===== src/rtl/snd_cmd_mailbox.sv =====
// Sound command mailbox between the main CPU and the sound CPU.
// Each rising edge of SNDRQ pushes the byte on CPUDO into a small FIFO.
// Each rising edge of SRD pops the head entry.
// SNDDT presents the head entry to the sound CPU.
// A paced NMI sequencer raises one SNDNMI pulse per queued command.
// It also enforces a quiet gap after each pop before the next pulse.
module snd_cmd_mailbox #(
    parameter int DEPTH_LOG2 = 2,   // FIFO depth = 2**DEPTH_LOG2, must be >= 1
    parameter int NMI_LEN    = 16,  // NMI pulse width in clock cycles, >= 1
    parameter int GAP_LEN    = 64   // min cycles from a pop to the next NMI, >= 1
) (
    input  logic                  CLK48M,
    input  logic                  RESETn,
    input  logic                  SNDRQ,
    input  logic [7:0]            CPUDO,
    input  logic                  SRD,
    output logic [7:0]            SNDDT,
    output logic                  SNDNMI,
    output logic                  EMPTY,
    output logic                  FULL,
    output logic                  OVF,
    output logic [DEPTH_LOG2:0]   COUNT,
    output logic [1:0]            dbg_state
);

    localparam int DEPTH   = 1 << DEPTH_LOG2;
    localparam int MAX_LEN = (NMI_LEN > GAP_LEN) ? NMI_LEN : GAP_LEN;
    localparam int CW      = $clog2(MAX_LEN + 1);

    localparam logic [DEPTH_LOG2:0] DEPTH_C  = DEPTH[DEPTH_LOG2:0];
    localparam logic [CW-1:0]       NMI_LOAD = CW'(NMI_LEN - 1);
    localparam logic [CW-1:0]       GAP_LOAD = CW'(GAP_LEN - 1);

    // NMI sequencer states; the current state is mirrored on dbg_state.
    typedef enum logic [1:0] {
        ST_IDLE  = 2'd0,  // no pulse pending, waiting for a queued command
        ST_PULSE = 2'd1,  // SNDNMI high, counting the pulse width
        ST_WAIT  = 2'd2,  // pulse done, waiting for the sound CPU to pop
        ST_GAP   = 2'd3   // post-pop quiet time before another pulse may start
    } nmi_state_t;

    // Request protocol: both CPU sides use level strobes.
    // Only the 0->1 transition seen at a clock edge counts as an event.
    // A push is taken when the queue has room after any same-edge pop.
    // A pop is taken only when the queue holds at least one entry.
    logic                    srq_q;
    logic                    srd_q;
    logic                    push_ev;
    logic                    pop_ev;
    logic                    pop_ok;
    logic                    push_ok;
    logic [DEPTH_LOG2-1:0]   wr_ptr;
    logic [DEPTH_LOG2-1:0]   rd_ptr;
    logic [7:0]              mem [DEPTH];
    logic [DEPTH_LOG2:0]     count_nxt;

    nmi_state_t              state;
    logic [CW-1:0]           tmr;
    logic                    pop_seen;

    assign push_ev = SNDRQ & ~srq_q;
    assign pop_ev  = SRD & ~srd_q;

    // Pop is judged first, so a full queue can accept a push on the same edge.
    assign pop_ok  = pop_ev & (COUNT != '0);
    assign push_ok = push_ev & ((COUNT != DEPTH_C) | pop_ok);

    assign dbg_state = state;

    // Next occupancy; a same-edge push and pop cancel out.
    always_comb begin
        count_nxt = COUNT;
        case ({push_ok, pop_ok})
            2'b10:   count_nxt = COUNT + 1'b1;
            2'b01:   count_nxt = COUNT - 1'b1;
            default: count_nxt = COUNT;
        endcase
    end

    // Edge-detect history for the two CPU strobes.
    always_ff @(posedge CLK48M or negedge RESETn) begin
        if (!RESETn) begin
            srq_q <= 1'b0;
            srd_q <= 1'b0;
        end else begin
            srq_q <= SNDRQ;
            srd_q <= SRD;
        end
    end

    // Command storage; stale entries are harmless because COUNT gates reads.
    always_ff @(posedge CLK48M) begin
        if (push_ok) begin
            mem[wr_ptr] <= CPUDO;
        end
    end

    // Queue pointers, occupancy, status flags and the sticky overflow flag.
    always_ff @(posedge CLK48M or negedge RESETn) begin
        if (!RESETn) begin
            wr_ptr <= '0;
            rd_ptr <= '0;
            COUNT  <= '0;
            EMPTY  <= 1'b1;
            FULL   <= 1'b0;
            OVF    <= 1'b0;
        end else begin
            if (push_ok) begin
                wr_ptr <= wr_ptr + 1'b1;
            end
            if (pop_ok) begin
                rd_ptr <= rd_ptr + 1'b1;
            end
            if (push_ev && !push_ok) begin
                OVF <= 1'b1;
            end
            COUNT <= count_nxt;
            EMPTY <= (count_nxt == '0);
            FULL  <= (count_nxt == DEPTH_C);
        end
    end

    // Head-of-queue register.
    // It follows the current head one edge later and freezes when the queue is empty.
    always_ff @(posedge CLK48M or negedge RESETn) begin
        if (!RESETn) begin
            SNDDT <= 8'h00;
        end else if (COUNT != '0) begin
            SNDDT <= mem[rd_ptr];
        end
    end

    // NMI sequencer.
    // It emits one pulse per command, then waits for the pop and holds off for the gap.
    always_ff @(posedge CLK48M or negedge RESETn) begin
        if (!RESETn) begin
            state    <= ST_IDLE;
            SNDNMI   <= 1'b0;
            tmr      <= '0;
            pop_seen <= 1'b0;
        end else begin
            case (state)
                ST_IDLE: begin
                    SNDNMI <= 1'b0;
                    if (COUNT != '0) begin
                        state  <= ST_PULSE;
                        SNDNMI <= 1'b1;
                        tmr    <= NMI_LOAD;
                        // A pop on the launch edge already answers this pulse.
                        // Counting it avoids parking in WAIT with an empty queue.
                        pop_seen <= pop_ok;
                    end
                end
                ST_PULSE: begin
                    if (tmr == '0) begin
                        SNDNMI   <= 1'b0;
                        tmr      <= GAP_LOAD;
                        pop_seen <= 1'b0;
                        state    <= (pop_seen || pop_ok) ? ST_GAP : ST_WAIT;
                    end else begin
                        tmr <= tmr - 1'b1;
                        if (pop_ok) begin
                            pop_seen <= 1'b1;
                        end
                    end
                end
                ST_WAIT: begin
                    SNDNMI <= 1'b0;
                    if (pop_ok) begin
                        tmr   <= GAP_LOAD;
                        state <= ST_GAP;
                    end
                end
                ST_GAP: begin
                    SNDNMI <= 1'b0;
                    if (tmr == '0) begin
                        state <= ST_IDLE;
                    end else begin
                        tmr <= tmr - 1'b1;
                    end
                end
                default: begin
                    state  <= ST_IDLE;
                    SNDNMI <= 1'b0;
                end
            endcase
        end
    end

endmodule


===== config.mk =====
export PLATFORM = sky130hd
export DESIGN_NAME = snd_cmd_mailbox
export DESIGN_NICKNAME = d
export VERILOG_FILES = /design/src/rtl/snd_cmd_mailbox.sv
export SDC_FILE = /design/constraint.sdc
export NUM_CORES = 1
export LEC_CHECK = 0
export ABC_AREA = 0
export CAP_MARGIN = 20
export CORE_MARGIN = 8
export CORE_UTILIZATION = 50
export CTS_CLUSTER_SIZE = 12
export DETAILED_ROUTE_END_ITERATION = 8
export GPL_TIMING_DRIVEN = 0
export HOLD_SLACK_MARGIN = 0.15
export PLACE_DENSITY = 0.75
export SYNTH_ARGS = -nofsm -noshare
export SYNTH_HDL_FRONTEND = slang
export SYNTH_SLANG_ARGS = --single-unit

===== constraint.sdc =====
create_clock -name CLK48M -period 2.16 [get_ports CLK48M]
set_input_delay 0.648 -clock CLK48M [delete_from_list [all_inputs] [get_ports CLK48M]]
set_output_delay 0.648 -clock CLK48M [all_outputs]
set_load 0.05 [all_outputs]

Yosys cells after proc, flatten, opt, wreduce, memory -nomap -nowiden
Memories as Yosys holds them, arrays and structs flattened. A register that Yosys moved wholly into a read port is not among the register bits.
Cells that the tools add are included.
{"block": "word_totals", "mem_bits_rw": 32, "ff_bits": 23, "mem_count": 1, "output_inout_bits": 17}
{"block": "op_classes", "n_mux": 21, "n_eq_ne": 13, "add_sub_neg": 5, "bitwise": 7, "reduce_logical": 13}
{"memory": "mem", "words": 4, "word_bits": 8, "read_ports": 1, "rd_ports_with_merged_regs": 1, "write_ports": 1, "line": "54", "text": "logic [7:0] mem [DEPTH];"}
{"op": "$mux W7", "count": 4}
{"op": "$pmux W7 S4", "count": 1}
{"op": "$ne A2 B2 Y1 const B", "count": 5}
{"op": "$mux W1", "count": 8}
{"op": "$mux W2", "count": 4}
{"op": "$pmux W2 S4", "count": 1}
{"op": "$logic_not A7 Y1", "count": 1}
{"op": "$sub A7 B1 Y7 const B", "count": 1}
{"op": "$eq A2 B2 Y1 const B", "count": 3}
{"op": "$ne A3 B3 Y1 const B", "count": 2}
{"op": "$pmux W3 S2", "count": 1}
{"op": "$reduce_and A3 Y1", "count": 2}
{"op": "$add A2 B1 Y2 const B", "count": 2}
{"op": "$and A1 B1 Y1", "count": 4}
{"op": "$eq A2 B1 Y1 const B", "count": 2}
{"op": "$reduce_and A4 Y1", "count": 1}
{"op": "$add A3 B1 Y3 const B", "count": 1}
{"op": "$eq A3 B3 Y1 const B", "count": 1}
{"op": "$logic_not A3 Y1", "count": 1}
{"op": "$pmux W1 S3", "count": 1}
{"op": "$reduce_bool A3 Y1", "count": 1}
{"op": "$sub A3 B1 Y3 const B", "count": 1}
{"op": "$logic_not A1 Y1", "count": 2}
{"op": "$logic_not A2 Y1", "count": 1}
{"op": "other kinds (7)", "count": 8}

Longest topological paths before layout
{"block": "logic_depth", "word_depth": 8, "depth_mapped": 10, "ltp_nobuf": 10}

Least setup slack after synthesis
No wires, ideal clock.
{"block": "synth_path", "path_kind": "register to register", "from": "register COUNT[1]", "to": "register FULL", "synth_period_minus_slack_ns": 2.614, "setup_ns": 0.118, "stages_incl_launch_ff": 10, "t_arrival_ns": 2.496, "path_slack_ns": -0.454, "path_cell_list": "dfrtp_1 nor2_1 a311oi_1 inv_1 ha_1 inv_1 fa_1 o21ai_0 or2_2 nor2b_1"}
{"block": "synth_between", "elab_chain_len": 7}
{"element": "start: declaration", "line": "22", "text": "output logic [DEPTH_LOG2:0] COUNT,"}
{"element": "start signal: assignment", "line": "117", "text": "COUNT <= count_nxt;"}
{"element": "$reduce_bool A3 Y1", "line": "65", "text": "assign pop_ok = pop_ev & (COUNT != '0);"}
{"element": "$and A1 B1 Y1", "line": "65"}
{"element": "$or A1 B1 Y1", "line": "66", "text": "assign push_ok = push_ev & ((COUNT != DEPTH_C) | pop_ok);"}
{"element": "$and A1 B1 Y1", "line": "66"}
{"element": "$eq A2 B1 Y1 / $eq A2 B2 Y1 (equally long branches)", "line": "73", "text": "case ({push_ok, pop_ok})"}
{"element": "$pmux W3 S2 *", "line": "73"}
{"element": "net count_nxt[1]", "line": "55", "text": "logic [DEPTH_LOG2:0] count_nxt;"}
{"element": "$eq A3 B3 Y1 *", "line": "119", "text": "FULL <= (count_nxt == DEPTH_C);"}
{"element": "end signal: assignment", "line": "119"}
{"element": "end: declaration", "line": "20", "text": "output logic FULL,"}
Mark *: on every way through the listed nets, which the timed path passes. The rest lies on a longest branch.
A chain may end at the register's enable or synchronous reset.

Final worst setup path
{"block": "layout_path", "from": "register SNDDT[0] (read register of mem)", "to": "output port SNDDT[0]"}
{"element": "start: declaration", "line": "17", "text": "output logic [7:0] SNDDT,"}
No word-level cell between the ends.

==> results by group <==
Run status
  • Status: finished clean

Worst setup path
  • CP required: around 1500 ps
  • Worst R2R Start: COUNT[1]
  • Delay-heaviest family, CP: buffers and inverters
  • Worst path cell trace: clkdlybuf4s50_1
  • WP data arrival: 1470 ps
  • CP max stage delay: ~800 ps
  • Crit Path Class: reg -> out
  • CP max-delay cell: clkdlybuf4s50_1
  • RR Endpoint: FULL
  • Worst Path Buf+Inv: 1
  • Setup slack, reg-to-reg: ~100 ps
  • Setup crit end kind: output pin
  • Worst Setup Start Kind: register
  • CP Launch Point: SNDDT[0]
  • Crit-path max FO: 2
  • Path depth of the worst reg2reg path: 10

Final layout
  • Nets: between 200 and 300
  • Area occupied by multi-input gates: just over 1000 um^2
  • Core Util, Final: 0.6368
  • Synthesis-to-layout area growth: 24.65%
  • Fillers: 405
  • Layout cells sized above 1: 0.2656
  • Inserted Diodes: 0
  • FF+latch area: approximately 1700 um^2

CTS
  • Insertion delay to the later sink of the worst-skew pair: 330 ps
  • CTS HTree Levels: 3
  • Clock root cell: clkbuf_8
  • Longest Clk Path Bufs: 2
  • Clock tree sinks: 63
  • TritonCTS buffer count: 9
  • CTS tree: done
  • Worst-path clk slew: 70 ps

Timing
  • Crit share post-route: 0.9822
  • Slew @ Worst Pin: ~710 ps
  • Min Hold Slack: about 370 ps
  • Clock Skews: just under 10 ps
  • Setup violations, final: 0
  • RSZ-0062 raised after global routing: yes
  • Peak Freq: 0.4714 GHz
  • Worst setup margin: approximately 38 ps
  • Final Hold Viols: 0
  • Min Tclk post-route: 2122 ps
  • Final slew viol count: 0
  • Slew margin rel.: 0.5297
  • TNS Setup: 0 ps

Synthesis
  • Post-Synth Adder-Cell Area: 0.05256
  • Cells after Synth: ~190
  • #FFs+latches synth: 63
  • Most common cell in the netlist: edfxtp_1
  • Simple-Gate Fraction of Synth Area: 0.09107
  • Synth Area in XOR/XNOR: 0.01903
  • Top-area cell type share of the netlist area: 0.3480
  • Syn Nets: between 200 and 250
  • Top post-synthesis cells by count: edfxtp_1, dfrtp_1, nor2_1
  • Largest family of logic cells by synthesized area: multiplexers
  • Mapped Avg Cell Area: about 14 um^2
  • Yosys cell types: 43
  • Sequential-to-total area share from yosys stat: 0.6294
  • Primary FF master, synth: edfxtp_1
  • Dominant cells by area after synthesis: edfxtp_1, dfrtp_1, mux4_2, ha_1, mux2_2
  • Mapped Area: between 2000 and 3000 um^2
  • Post-synthesis mux area share: 0.1056
  • Number of flops mapped to enable cells by yosys: 32
  • Compound-gate portion of the synthesized area: 0.07612
  • Post-synthesis async set-or-reset flop share: 0.4921
  • Synth area leader: edfxtp_1
  • Yosys Warn Count: 0

Placement
  • Global placer's final weighted congestion: roughly 0.77
  • PortBufs: 28
  • DP Worst Slack: -769.9 ps
  • Hpwl dp: approximately 3300 um

Power
  • Peak supply drop: a little over 0.9 mV
  • Pwr/cell area: around 1500 nW/um^2
  • Static Leak: ~1.4 nW

Route
  • DRC: 0
  • Via count: 1,657
  • DR iter-0 viols: roughly 100
  • DR pass1 iterations: 4
  • Vias per Instance: roughly 5.3
  • Final WL: around 4800 um
  • Routed Antenna Nets: 0
  • WL per Instance: about 15 um

Global routing
  • GRT Total Usage: 0.1276
  • Vias in the first global route: between 1,500 and 2,000
  • Initial antenna violation count: 0
  • First-pass GRT wire length: 8307 um
  • Largest net degree at the start of global routing: 32
  • GRT overflow: 0

Floorplan
  • Initial core utilization: 0.5109
  • Die W: 90.32 um
  • Core Region: 5405 um^2
  • Die Ht: approximately 90 um
  • Die Footprint: roughly 8200 um^2
  • I/O pins: 29
  • Cell row count: 27

Hold path
  • HP Class: in -> async

Job
  • Max_cap viols: 0
-- metrics by stage --
| stage | instances | area (um^2) | power (mW) |
|---|---|---|---|
| final | 313 | 3442 | 5.257 |
| after global routing | 313 | 3442 | 5.598 |
| after CTS | 312 | 3388 | 5.260 |
| after detailed placement | 291 | 3163 | 4.284 |
| after global placement | 291 | 3168 | 4.220 |
| after floorplan | 191 | 2798 | 3.628 |
-- layout make-up --
class | count | share of cell area
inverter | 13 | 0.01418
clock inverter | 5 | 0.01418
multi-input combinational | 111 | 0.2992
sequential | 63 | 0.5060
timing repair buffer | 34 | 0.09233
buffer | 4 | 0.006907
clock buffer | 11 | 0.04108
tap | 72 | 0.02617
-- repair_timing --
action,4_1_cts,5_1_grt
pin swaps,4,1
gates resized for setup,15,15
hold buffers,0,0
buffers inserted,5,1
endpoints found under the setup margin,45,17
cloned,0,0
-- flip-flops by register name (all words and copies together) (netlist names) --
register	cells
tmr	7
mem	32
pop_seen	1
dbg_state	2
SNDNMI	1
COUNT	3
OVF	1
EMPTY	1
wr_ptr	2
SNDDT	8
srq_q	1
FULL	1
rd_ptr	2
srd_q	1
-- logic make-up after synthesis --
| logic type | after synthesis |
|---|---|
| buffers and inverters | 17 |
| AOI/OAI and AO/OA | 27 |
| and+or+nand+nor | 49 |
| adders and majority gates | 11 |
| xor gates and xnor gates | 6 |
| DFF | 63 |
| muxes | 18 |
-- worst max-delay path by stage --
stage                          end  slack [ps]  cells after the start
after floorplan               FULL         -70                      9
after global placement        FULL        -750                     10
after detailed placement      FULL        -770                     10
after CTS                     FULL           5                     11
after global routing      SNDDT[0]           1                      1
final                     SNDDT[0]          40                      1
-- report_power, final --
part	leakage, nW	internal, mW	total, mW	switching [mW]
sequential	0.658	1.61	1.87	0.262
combinational	0.634	1.01	2.42	1.40
clock	0.101	0.555	0.973	0.418
total	1.39	3.17	5.26	2.08
-- routing by layer --
metal  GRT usage  share of wire  up-vias
li1            -              -      796
met1      0.1531           0.45      821
met2      0.2049           0.50       30
met3     0.02993          0.030       10
met4     0.07628          0.022        0
met5           0              0        -
-- cells in the final DEF (no fill, tap or decap), drive strengths merged, types with 2 or more instances in the layout --
| master | n |
|---|---|
| nor4b | 2 |
| nor3 | 4 |
| o22a | 2 |
| edfxtp | 32 |
| dlymetal6s2s | 6 |
| a21oi | 2 |
| nor2b | 2 |
| a31oi | 3 |
| ha | 10 |
| buf | 10 |
| nor2 | 16 |
| o21ai | 7 |
| nand3 | 3 |
| nand2 | 8 |
| dfrtp | 30 |
| clkdlybuf4s50 | 10 |
| and2 | 6 |
| and3 | 2 |
| mux2 | 9 |
| mux4 | 8 |
| clkinv | 4 |
| xnor2 | 3 |
| dlygate4sd2 | 10 |
| a21o | 2 |
| clkbuf | 13 |
| o211ai | 2 |
| or2 | 2 |
| inv | 13 |
| xor2 | 3 |
No activity file was read; power rests on OpenSTA's default activity.
